--- src/rtl/fx3_pkg.sv ---
`default_nettype none
// ============================================================================
//  Module      : fx3_pkg
//  Description : Shared state encoding, parameter defaults and helpers for the
//                FX3 thread-0 sink.
//  Revision    : 1.0 - initial release
// ============================================================================
package fx3_pkg;

    localparam int c_BUFFER_WORDS_DEFAULT     = 1024;
    localparam int c_WATERMARK_OFFSET_DEFAULT = 4;
    localparam int c_DRAIN_CYCLES_DEFAULT     = 16;
    localparam int c_DATA_WIDTH_DEFAULT       = 10;

    localparam logic [1:0] c_NOTREADY = 2'd0;
    localparam logic [1:0] c_ARMED    = 2'd1;
    localparam logic [1:0] c_FILLING  = 2'd2;
    localparam logic [1:0] c_COMMIT   = 2'd3;

    function automatic logic [15:0] satInc16(input logic [15:0] value);
        return (value == 16'hFFFF) ? value : value + 16'd1;
    endfunction

endpackage
`default_nettype wire

--- src/rtl/fx3_thread_sink_if.sv ---
`default_nettype none
// ============================================================================
//  Module      : fx3_thread_sink_if
//  Description : GPIF write port and status bundle between host and sink.
//  Revision    : 1.0 - initial release
// ============================================================================
interface fx3_thread_sink_if import fx3_pkg::*; #(
    parameter int DATA_WIDTH = c_DATA_WIDTH_DEFAULT
);
    logic                  enable;
    logic                  fx3_nWrite;
    logic [DATA_WIDTH-1:0] fx3_data;
    logic                  fx3_nReady;
    logic                  fx3_th0Ready;
    logic                  fx3_th0Watermark;
    logic [15:0]           lastBufferWords;
    logic [15:0]           buffersCommitted;
    logic [15:0]           seqErrors;
    logic                  overrun;

    modport master (
        output enable, fx3_nWrite, fx3_data,
        input  fx3_nReady, fx3_th0Ready, fx3_th0Watermark,
               lastBufferWords, buffersCommitted, seqErrors, overrun
    );

    modport slave (
        input  enable, fx3_nWrite, fx3_data,
        output fx3_nReady, fx3_th0Ready, fx3_th0Watermark,
               lastBufferWords, buffersCommitted, seqErrors, overrun
    );
endinterface
`default_nettype wire

--- src/rtl/fx3_sequence_checker.sv ---
`default_nettype none
// ============================================================================
//  Module      : fx3_sequence_checker
//  Description : Counts breaks in an incrementing data sequence; resyncs on
//                every mismatch. The first word after reset is the reference.
//  Revision    : 1.0 - initial release
// ============================================================================
module fx3_sequence_checker import fx3_pkg::*; #(
    parameter int DATA_WIDTH = c_DATA_WIDTH_DEFAULT
) (
    input  wire logic                  fx3_clock,
    input  wire logic                  fx3_nReset,
    input  wire logic                  valid,
    input  wire logic [DATA_WIDTH-1:0] data,
    output logic      [15:0]           errors
);
    localparam logic [DATA_WIDTH-1:0] c_ONE = DATA_WIDTH'(1);

    logic                  r_referenced;
    logic [DATA_WIDTH-1:0] r_expected;
    logic [15:0]           r_errors;

    always_ff @(posedge fx3_clock or negedge fx3_nReset) begin
        if (!fx3_nReset) begin
            r_referenced <= 1'b0;
            r_expected   <= '0;
            r_errors     <= '0;
        end else if (valid) begin
            if (r_referenced && (data != r_expected)) begin
                r_errors <= satInc16(r_errors);
            end
            r_referenced <= 1'b1;
            r_expected   <= data + c_ONE;
        end
    end

    assign errors = r_errors;

endmodule
`default_nettype wire

--- src/rtl/fx3_thread_sink.sv ---
`default_nettype none
// ============================================================================
//  Module      : fx3_thread_sink
//  Description : FX3 thread-0 buffer sink: accepts GPIF writes into fixed-size
//                buffers, commits them and drains, with overrun/sequence checks.
//  Revision    : 1.0 - initial release
// ============================================================================
module fx3_thread_sink import fx3_pkg::*; #(
    parameter int BUFFER_WORDS     = c_BUFFER_WORDS_DEFAULT,
    parameter int WATERMARK_OFFSET = c_WATERMARK_OFFSET_DEFAULT,
    parameter int DRAIN_CYCLES     = c_DRAIN_CYCLES_DEFAULT,
    parameter int DATA_WIDTH       = c_DATA_WIDTH_DEFAULT
) (
    input  wire logic         fx3_clock,
    input  wire logic         fx3_nReset,
    fx3_thread_sink_if.slave  bus
);
    localparam int c_CW  = $clog2(BUFFER_WORDS + 1);
    localparam int c_DRW = (DRAIN_CYCLES > 1) ? $clog2(DRAIN_CYCLES) : 1;

    localparam logic [c_CW-1:0]  c_FULL       = c_CW'(BUFFER_WORDS);
    localparam logic [c_CW-1:0]  c_WM         = c_CW'(WATERMARK_OFFSET);
    localparam logic [c_CW-1:0]  c_COUNT_ONE  = c_CW'(1);
    localparam logic [c_DRW-1:0] c_DRAIN_LAST = c_DRW'(DRAIN_CYCLES - 1);
    localparam logic [c_DRW-1:0] c_DRAIN_ONE  = c_DRW'(1);

    logic [1:0]       r_state;
    logic [1:0]       w_nextState;
    logic [c_CW-1:0]  r_count;
    logic [c_CW-1:0]  w_countNext;
    logic [c_DRW-1:0] r_drain;

    logic             w_write;
    logic             w_accept;
    logic             w_drop;
    logic             w_commitEntry;

    logic             r_nReady;
    logic             r_th0Ready;
    logic             r_th0Watermark;
    logic             w_nReadyNext;
    logic             w_th0ReadyNext;
    logic             w_th0WatermarkNext;

    logic [15:0]      r_lastBufferWords;
    logic [15:0]      r_buffersCommitted;
    logic             r_overrun;
    logic [15:0]      w_seqErrors;

    assign w_write = ~bus.fx3_nWrite;

    // A word is only taken while a buffer is open and has room; anything else is dropped.
    always_comb begin
        w_accept    = 1'b0;
        w_countNext = r_count;
        case (r_state)
            c_ARMED: begin
                if (w_write) begin
                    w_accept    = 1'b1;
                    w_countNext = c_COUNT_ONE;
                end
            end
            c_FILLING: begin
                if (w_write && (r_count < c_FULL)) begin
                    w_accept    = 1'b1;
                    w_countNext = r_count + c_COUNT_ONE;
                end
            end
            default: ;
        endcase
    end

    assign w_drop        = w_write & ~w_accept;
    assign w_commitEntry = (r_state == c_FILLING) && (w_nextState == c_COMMIT);

    always_ff @(posedge fx3_clock or negedge fx3_nReset) begin
        if (!fx3_nReset) begin
            r_state <= c_NOTREADY;
        end else begin
            r_state <= w_nextState;
        end
    end

    always_comb begin
        w_nextState = r_state;
        case (r_state)
            c_NOTREADY: begin
                if (bus.enable) w_nextState = c_ARMED;
            end
            c_ARMED: begin
                if (w_accept)         w_nextState = c_FILLING;
                else if (!bus.enable) w_nextState = c_NOTREADY;
            end
            c_FILLING: begin
                // Enable is ignored here: an open buffer always runs to commit.
                if ((w_accept && (w_countNext == c_FULL)) ||
                    (!r_th0Watermark && !w_write)) begin
                    w_nextState = c_COMMIT;
                end
            end
            c_COMMIT: begin
                if (r_drain == c_DRAIN_LAST) begin
                    w_nextState = bus.enable ? c_ARMED : c_NOTREADY;
                end
            end
            default: w_nextState = c_NOTREADY;
        endcase
    end

    // Outputs are decoded from the next state so they register on the same edge.
    always_comb begin
        w_nReadyNext       = 1'b1;
        w_th0ReadyNext     = 1'b0;
        w_th0WatermarkNext = 1'b0;
        case (w_nextState)
            c_ARMED: begin
                w_nReadyNext       = 1'b0;
                w_th0ReadyNext     = 1'b1;
                w_th0WatermarkNext = 1'b1;
            end
            c_FILLING: begin
                w_nReadyNext       = 1'b0;
                w_th0ReadyNext     = 1'b1;
                w_th0WatermarkNext = (c_FULL - w_countNext) > c_WM;
            end
            c_COMMIT: begin
                w_nReadyNext       = 1'b0;
            end
            default: ;
        endcase
    end

    always_ff @(posedge fx3_clock or negedge fx3_nReset) begin
        if (!fx3_nReset) begin
            r_nReady           <= 1'b1;
            r_th0Ready         <= 1'b0;
            r_th0Watermark     <= 1'b0;
            r_count            <= '0;
            r_drain            <= '0;
            r_lastBufferWords  <= '0;
            r_buffersCommitted <= '0;
            r_overrun          <= 1'b0;
        end else begin
            r_nReady       <= w_nReadyNext;
            r_th0Ready     <= w_th0ReadyNext;
            r_th0Watermark <= w_th0WatermarkNext;
            r_count        <= ((w_nextState == c_FILLING) || (w_nextState == c_COMMIT))
                              ? w_countNext : '0;
            r_drain        <= ((r_state == c_COMMIT) && (w_nextState == c_COMMIT))
                              ? r_drain + c_DRAIN_ONE : '0;
            if (w_commitEntry) begin
                r_lastBufferWords  <= 16'(w_countNext);
                r_buffersCommitted <= r_buffersCommitted + 16'd1;
            end
            if (w_drop) begin
                r_overrun <= 1'b1;
            end
        end
    end

    fx3_sequence_checker #(
        .DATA_WIDTH (DATA_WIDTH)
    ) u_sequenceChecker (
        .fx3_clock  (fx3_clock),
        .fx3_nReset (fx3_nReset),
        .valid      (w_accept),
        .data       (bus.fx3_data),
        .errors     (w_seqErrors)
    );

    assign bus.fx3_nReady       = r_nReady;
    assign bus.fx3_th0Ready     = r_th0Ready;
    assign bus.fx3_th0Watermark = r_th0Watermark;
    assign bus.lastBufferWords  = r_lastBufferWords;
    assign bus.buffersCommitted = r_buffersCommitted;
    assign bus.seqErrors        = w_seqErrors;
    assign bus.overrun          = r_overrun;

endmodule
`default_nettype wire
--- src/flat_wrapper.sv ---
// flat-port wrapper written by rule: the top's interface ports become plain ports
module fx3_thread_sink_flat import fx3_pkg::*;
#(
    parameter int BUFFER_WORDS     = c_BUFFER_WORDS_DEFAULT,
    parameter int WATERMARK_OFFSET = c_WATERMARK_OFFSET_DEFAULT,
    parameter int DRAIN_CYCLES     = c_DRAIN_CYCLES_DEFAULT,
    parameter int DATA_WIDTH       = c_DATA_WIDTH_DEFAULT
)
  (fx3_clock, fx3_nReset, bus_enable, bus_fx3_nWrite, bus_fx3_data, bus_fx3_nReady, bus_fx3_th0Ready, bus_fx3_th0Watermark, bus_lastBufferWords, bus_buffersCommitted, bus_seqErrors, bus_overrun);
  fx3_thread_sink_if #(.DATA_WIDTH(DATA_WIDTH)) bus_i ();
  input  wire logic fx3_clock;
  input  wire logic fx3_nReset;
  input wire logic [$bits(bus_i.enable)-1:0] bus_enable;
  input wire logic [$bits(bus_i.fx3_nWrite)-1:0] bus_fx3_nWrite;
  input wire logic [$bits(bus_i.fx3_data)-1:0] bus_fx3_data;
  output wire logic [$bits(bus_i.fx3_nReady)-1:0] bus_fx3_nReady;
  output wire logic [$bits(bus_i.fx3_th0Ready)-1:0] bus_fx3_th0Ready;
  output wire logic [$bits(bus_i.fx3_th0Watermark)-1:0] bus_fx3_th0Watermark;
  output wire logic [$bits(bus_i.lastBufferWords)-1:0] bus_lastBufferWords;
  output wire logic [$bits(bus_i.buffersCommitted)-1:0] bus_buffersCommitted;
  output wire logic [$bits(bus_i.seqErrors)-1:0] bus_seqErrors;
  output wire logic [$bits(bus_i.overrun)-1:0] bus_overrun;
  assign bus_i.enable = bus_enable;
  assign bus_i.fx3_nWrite = bus_fx3_nWrite;
  assign bus_i.fx3_data = bus_fx3_data;
  assign bus_fx3_nReady = bus_i.fx3_nReady;
  assign bus_fx3_th0Ready = bus_i.fx3_th0Ready;
  assign bus_fx3_th0Watermark = bus_i.fx3_th0Watermark;
  assign bus_lastBufferWords = bus_i.lastBufferWords;
  assign bus_buffersCommitted = bus_i.buffersCommitted;
  assign bus_seqErrors = bus_i.seqErrors;
  assign bus_overrun = bus_i.overrun;
  fx3_thread_sink #(.BUFFER_WORDS(BUFFER_WORDS), .WATERMARK_OFFSET(WATERMARK_OFFSET), .DRAIN_CYCLES(DRAIN_CYCLES), .DATA_WIDTH(DATA_WIDTH)) u_core (.fx3_clock(fx3_clock), .fx3_nReset(fx3_nReset), .bus(bus_i));
endmodule
--- config.mk ---
export PLATFORM = sky130hd
export DESIGN_NAME = fx3_thread_sink_flat
export DESIGN_NICKNAME = d
export VERILOG_FILES = /design/src/rtl/fx3_pkg.sv /design/src/rtl/fx3_thread_sink_if.sv /design/src/rtl/fx3_sequence_checker.sv /design/src/rtl/fx3_thread_sink.sv /design/src/flat_wrapper.sv
export SDC_FILE = /design/constraint.sdc
export NUM_CORES = 1
export LEC_CHECK = 0
export ABC_AREA = 1
export CAP_MARGIN = 20
export CORE_AREA = 2 2 91 93
export CTS_CLUSTER_DIAMETER = 60
export DETAILED_ROUTE_END_ITERATION = 7
export DIE_AREA = 0 0 93 95
export GPL_TIMING_DRIVEN = 1
export PLACE_DENSITY = 0.85
export SKIP_LAST_GASP = 1
export SLEW_MARGIN = 25
export SYNTH_ARGS = -nofsm -noshare
export SYNTH_HDL_FRONTEND = slang
export SYNTH_SLANG_ARGS = --single-unit
--- constraint.sdc ---
create_clock -name fx3_clock -period 7.7 [get_ports fx3_clock]
set_clock_uncertainty 0.15 [all_clocks]
set_input_delay 1.925 -clock fx3_clock [delete_from_list [all_inputs] [get_ports fx3_clock]]
set_output_delay 1.925 -clock fx3_clock [all_outputs]
set_load 0.03 [all_outputs]
[Yosys cells after proc, flatten, opt, wreduce, memory -nomap -nowiden]
Index checks and enable logic that the tools add are counted.
Word-level totals
  register bits: 75
  word-level logic and storage cells: 65
  input bits: 14
  output and inout bits: 52
Cells by class
  eq/ne operators: 10
  bitwise logic cells: 4
  $add $sub $neg: 6
  multiplexer cells: 18
  magnitude comparators: 2
  reductions and logical operators: 13
Operator list (number)
  two-way mux 11 bit: 3
  adder 16 x 1 -> 16 bit (second input constant): 2
  case mux 11 bit (2 select lines): 1
  equality test 16 bit (second input constant): 1
  adder 11 x 1 -> 11 bit (second input constant): 1
  equality test 11 bit (second input constant): 1
  greater-than comparator 11 x 3 -> 1 bit (second input constant): 1
  less-than comparator 11 bit (second input constant): 1
  subtractor 11 bit (first input constant): 1
  adder 10 x 1 -> 10 bit (second input constant): 1
  two-way mux 2 bit: 5
  != test 10 bit: 1
  equality test 2 bit (second input constant): 4
  case mux 2 bit (4 select lines): 1
  logical AND 1 bit: 6
  two-way mux 1 bit: 5
  adder 4 x 1 -> 4 bit (second input constant): 1
  equality test 2 x 1 -> 1 bit (second input constant): 2
  equality test 4 bit (second input constant): 1
  two-way mux 4 bit: 1
  case mux 1 bit (2 select lines): 2
  NOT 1 bit: 3
  AND reduction 3 bit: 1
  OR reduction 3 bit: 1
  other kinds (5): 6

[Depth between registers and ports, before layout]
  depth in word-level cells: 12
  gate-level depth with buffers: 24
  gate-level depth less buffers: 24

[Modules after synthesis]
Synthesis repeated with hierarchy kept, for this count alone.
Unflattened totals
  cell total of the unflattened synthesis: 576
  area total of the unflattened synthesis: 4424.2 um2
Modules (own cells, without submodules)
  fx3_thread_sink: times used 1, seq. area each 1202.4 um2, cells each 325, area each 2646.3 um2
  fx3_sequence_checker: times used 1, seq. area each 675.6 um2, cells each 251, area each 1778.0 um2

[Worst setup path after synthesis]
No wires, ideal clock.
  kind: input port to flip-flop
  start: input bus_fx3_nWrite
  end: register u_core.r_buffersCommitted[14], in the netlist u_core.bus.buffersCommitted[14]
  arrival time: 4338 ps
  stages: 20
  slack: 3078 ps
  setup time: 133 ps
  required time: 7417 ps
  path buffers: 0
  cell sequence: nor2_4 -> nand3_1 -> nor2_2 -> nand3_1 -> nand2_1 -> inv_2 -> nor3_2 -> nand3_1 -> o211ai_1 -> nand2_1 -> a21oi_1 -> ha_1 -> nand2_1 -> inv_2 -> nand2_1 -> nor2_1 -> nand4_1 -> nor4_2 -> nand3_1 -> xnor2_1
On the way
  cells in the longest elaborated chain, start to end: 11
  elaborated cells between the ends (all ways): 17
  classes of those cells: 2 x eq/ne; 9 x mux; 1 x bitwise; 5 x reduce/logical
RTL lines
  start, declared: line flat_wrapper.sv:14  | input wire logic [$bits(bus_i.fx3_nWrite)-1:0] bus_fx3_nWrite;
  NOT 1 bit: line fx3_thread_sink.sv:50  | assign w_write = ~bus.fx3_nWrite;
  logical AND 1 bit: line fx3_thread_sink.sv:64  | if (w_write && (r_count < c_FULL)) begin
  two-way mux 11 bit: line fx3_thread_sink.sv:64
  case mux 11 bit (2 select lines): line fx3_thread_sink.sv:56  | case (r_state)
  equality test 11 bit: line fx3_thread_sink.sv:96  | if ((w_accept && (w_countNext == c_FULL)) ||
  logical AND 1 bit: line fx3_thread_sink.sv:96
  logical OR 1 bit: line fx3_thread_sink.sv:96
  two-way mux 2 bit: line fx3_thread_sink.sv:96
  case mux 2 bit (4 select lines) (*): line fx3_thread_sink.sv:86  | case (r_state)
  named net u_core.w_nextState[0]: line fx3_thread_sink.sv:28  | logic [1:0] w_nextState;
  equality test 2 bit (*): line fx3_thread_sink.sv:74  | assign w_commitEntry = (r_state == c_FILLING) && (w_nextState == c_COMMIT);
  logical AND 1 bit (*): line fx3_thread_sink.sv:74
  end signal, assigned: line fx3_thread_sink.sv:153  | r_buffersCommitted <= r_buffersCommitted + 16'd1;
  end, declared: line fx3_thread_sink.sv:46  | logic [15:0] r_buffersCommitted;
Mark *: on every way through the listed nets, which the timed path passes. The rest lies on a longest branch.
A chain may end at the register's enable or synchronous reset.

[Worst setup path in the final report]
Same ends and word-level chain as after synthesis.

==> metrics <==
PnR worst setup slack 1.92 ns; Die W 93 um; reg-to-reg critical path endpoint u_core.bus.buffersCommitted[14]; Hold Crit Start u_core.r_drain[0]; CTS Hold Buffers Added 0; Synth area leader dfrtp_1; flops & latches, synth 75; max-cap violations 0; Setup TNS Final 0 ns; post-cts sizing count 0; Hold Crit Class reg2reg; drt drc 0; CTS buffer count 9; status finished clean; GRT Util Overall 23.2%; flop-to-flop setup slack 3.06 ns; Die Ht 95 um; dpl cell area 4870 um^2; Core ar. 7930 um^2; H-tree levels 3; total power 1.46 mW; worst vdd ir 0.000166 V; Syn Area/Cell 8.27 um^2; R2R depth 24; Crit. End Element register; layout cells sized above 1 7.45%; yosys warns 0; final net count 599; area share of the largest cell type after synthesis 44.1%; Clock Path Buffers 2; Period Utilization, post-route 75.1%; EDFF count, synth 0; Vias 3547; Clock Pin Slew Worst Setup and Hold Paths 0.08 ns; total grt overflow 0; hpwl dp 6910 um; drt first-iter violations 218; fill count 648; routed len/inst 13.8 um; drt pass-1 iters 4; clk_lat worst skew 0.35 ns; Starting Density 53.0%; vias in the first global route 3529; fmax 173 MHz; final wirelength 9390 um; antenna cells 0; largest net degree at the start of global routing 76; row count 33; Netlist cell types 46; Worst Path Max Fanout 21; RSZ-0062 raised after global routing false; count leader, synth nand2_1; CTS tree built; first-pass GRT wire length 16200 um; startpoint types input pin; Setup Crit Path Kind in2reg; area of the multi-input gates 2030 um^2; synthesized area 4200 um^2; antenna viol nets, final 0; Final GP Congestion 1.00; fin crit period 5.78 ns; hold path endpoint u_core.r_drain[0]; Finished Core Util 65.0%; PD cells 283 nW/um^2; Area growth syn-to-layout 22.6%; Static Leakage 2.47 nW; Final Hold Vio Count 0; Crit Reg-Reg Startpoint u_core.r_state[0]; sequential area share after synthesis 44.7%; IO buf count 60; Setup WS pre-CTS 1.64 ns; worst endpoint required time 7.79 ns; Least-Margin Pin Slew 0.756 ns; die area 8840 um^2; post-route cell area 5150 um^2; number of vias per cell 5.20; Mapped Cells 508; Post-synth ARST share 100%; CTS Sinks 75; initial antenna violation count 0; max-slew violations 0; register area 1880 um^2; synth top area cells dfrtp_1 (44%), nand2_1 (11%), xor2_1 (5.6%); ys flop type dfrtp_1; Worst slew margin 49.4%; hold depth 1; crit path DAT 5.87 ns; synth cell count leaders nand2_1 (125), dfrtp_1 (74), inv_1 (55); final setup fails 0; Root Buffer clkbuf_8; Post CTS Setup Buffer Count 0; I/O pin count 66
report_power, final:
part	switching, mW	leakage, nW	internal, mW
clock network	0.151	0.127	0.249
logic	0.352	1.36	0.187
registers	0.0549	0.976	0.463
registers in the layout, summed over array words and instances, names as in the netlist:
signal and count:
u_core.bus.fx3_nReady 1, u_core.bus.fx3_th0Watermark 1, u_core.bus.overrun 1, u_core.u_sequenceChecker.r_referenced 1
u_core.bus.lastBufferWords 11, u_core.r_drain 4, u_core.u_sequenceChecker.errors 16, u_core.bus.buffersCommitted 16
u_core.r_state 2, u_core.bus.fx3_th0Ready 1, u_core.u_sequenceChecker.r_expected 10, u_core.r_count 11
worst max-delay path: stages:
cell and delay (ns):
clkdlybuf4s50_1 0.52, nor2_4 0.24, nand3_1 0.14, nor2_2 0.15, nand3_1 0.10, nand2_1 0.13, inv_2 0.06, nor3_2 0.16
nand3_1 0.11, o211ai_1 0.10, nand2_1 0.10, a21oi_1 0.27, ha_1 0.24, nand2_1 0.36, inv_2 0.26, nand2_1 0.14
nor2_1 0.20, nand4_1 0.15, nor4_2 0.23, nand3_1 0.14, xnor2_1 0.15
stage by stage:
step                hold WS (ns)  std cells
detailed placement         0.303        665
global route               0.341        682
global placement           0.297        665
finish                     0.311        682
CTS                        0.313        681
floorplan                  0.283        512
per-layer routing:
metal,global-route usage [%],share of wire [%],vias to the layer above
li1,-,-,1748
met1,28.0,43,1686
met2,41.4,51,99
met3,3.35,3.9,14
met4,10.0,1.7,0
met5,0,0,-
placed cells by master (no fill, tap or decap), drive strengths merged:
cell type / n
nand2: 130
dfrtp: 74
inv: 61
clkdlybuf4s50: 59
nor2: 52
nand3: 47
o21ai: 28
xor2: 27
xnor2: 15
ha: 13
clkbuf: 10
nor4: 9
nor3: 8
a21oi: 7
nand4: 7
conb: 5
bufinv: 4
o21bai: 2
a31oi: 2
nand3b: 2
buf: 2
clkinv: 1
a21boi: 1
a21o: 1
o211ai: 1
o22ai: 1
nor3b: 1
a22oi: 1
o31ai: 1
a22o: 1
a311oi: 1
nor4b: 1
clkinvlp: 1
dfstp: 1
cells by family (layout without fill, tap and decap cells):
kind of cell / after synthesis / count (layout) / synth area share (%)
xor gates and xnor gates: 42 / 42 / 8.76
AOI/OAI and AO/OA: 47 / 47 / 6.97
buffers and inverters: 73 / 138 / 7.42
other: 1 / 5 / 0.0893
DFF: 75 / 75 / 44.7
adders and majority gates: 13 / 13 / 3.87
and+or+nand+nor: 257 / 257 / 28.2
cell type report:
type / instances / share of cell area, %
clock inverters: 6 / 2.65
well taps: 105 / 2.55
inverters: 61 / 4.52
multi-input cells: 364 / 39.3
repair buffers: 61 / 12.0
flip-flops and latches: 75 / 36.5
clock buffers: 10 / 2.48
worst max-delay path by stage:
stage | from | to | slack (ns) | cells after the start
after floorplan | bus_fx3_nWrite | u_core.bus.buffersCommitted[14] | 3.08 | 20
after global placement | bus_fx3_nWrite | u_core.bus.buffersCommitted[14] | 1.91 | 21
after detailed placement | bus_fx3_nWrite | u_core.bus.buffersCommitted[14] | 1.64 | 21
after CTS | bus_fx3_nWrite | u_core.bus.buffersCommitted[14] | 1.98 | 21
after global routing | bus_fx3_nWrite | u_core.bus.buffersCommitted[14] | 1.41 | 21
final | bus_fx3_nWrite | u_core.bus.buffersCommitted[14] | 1.92 | 21
No activity file was read; power rests on OpenSTA's default activity.
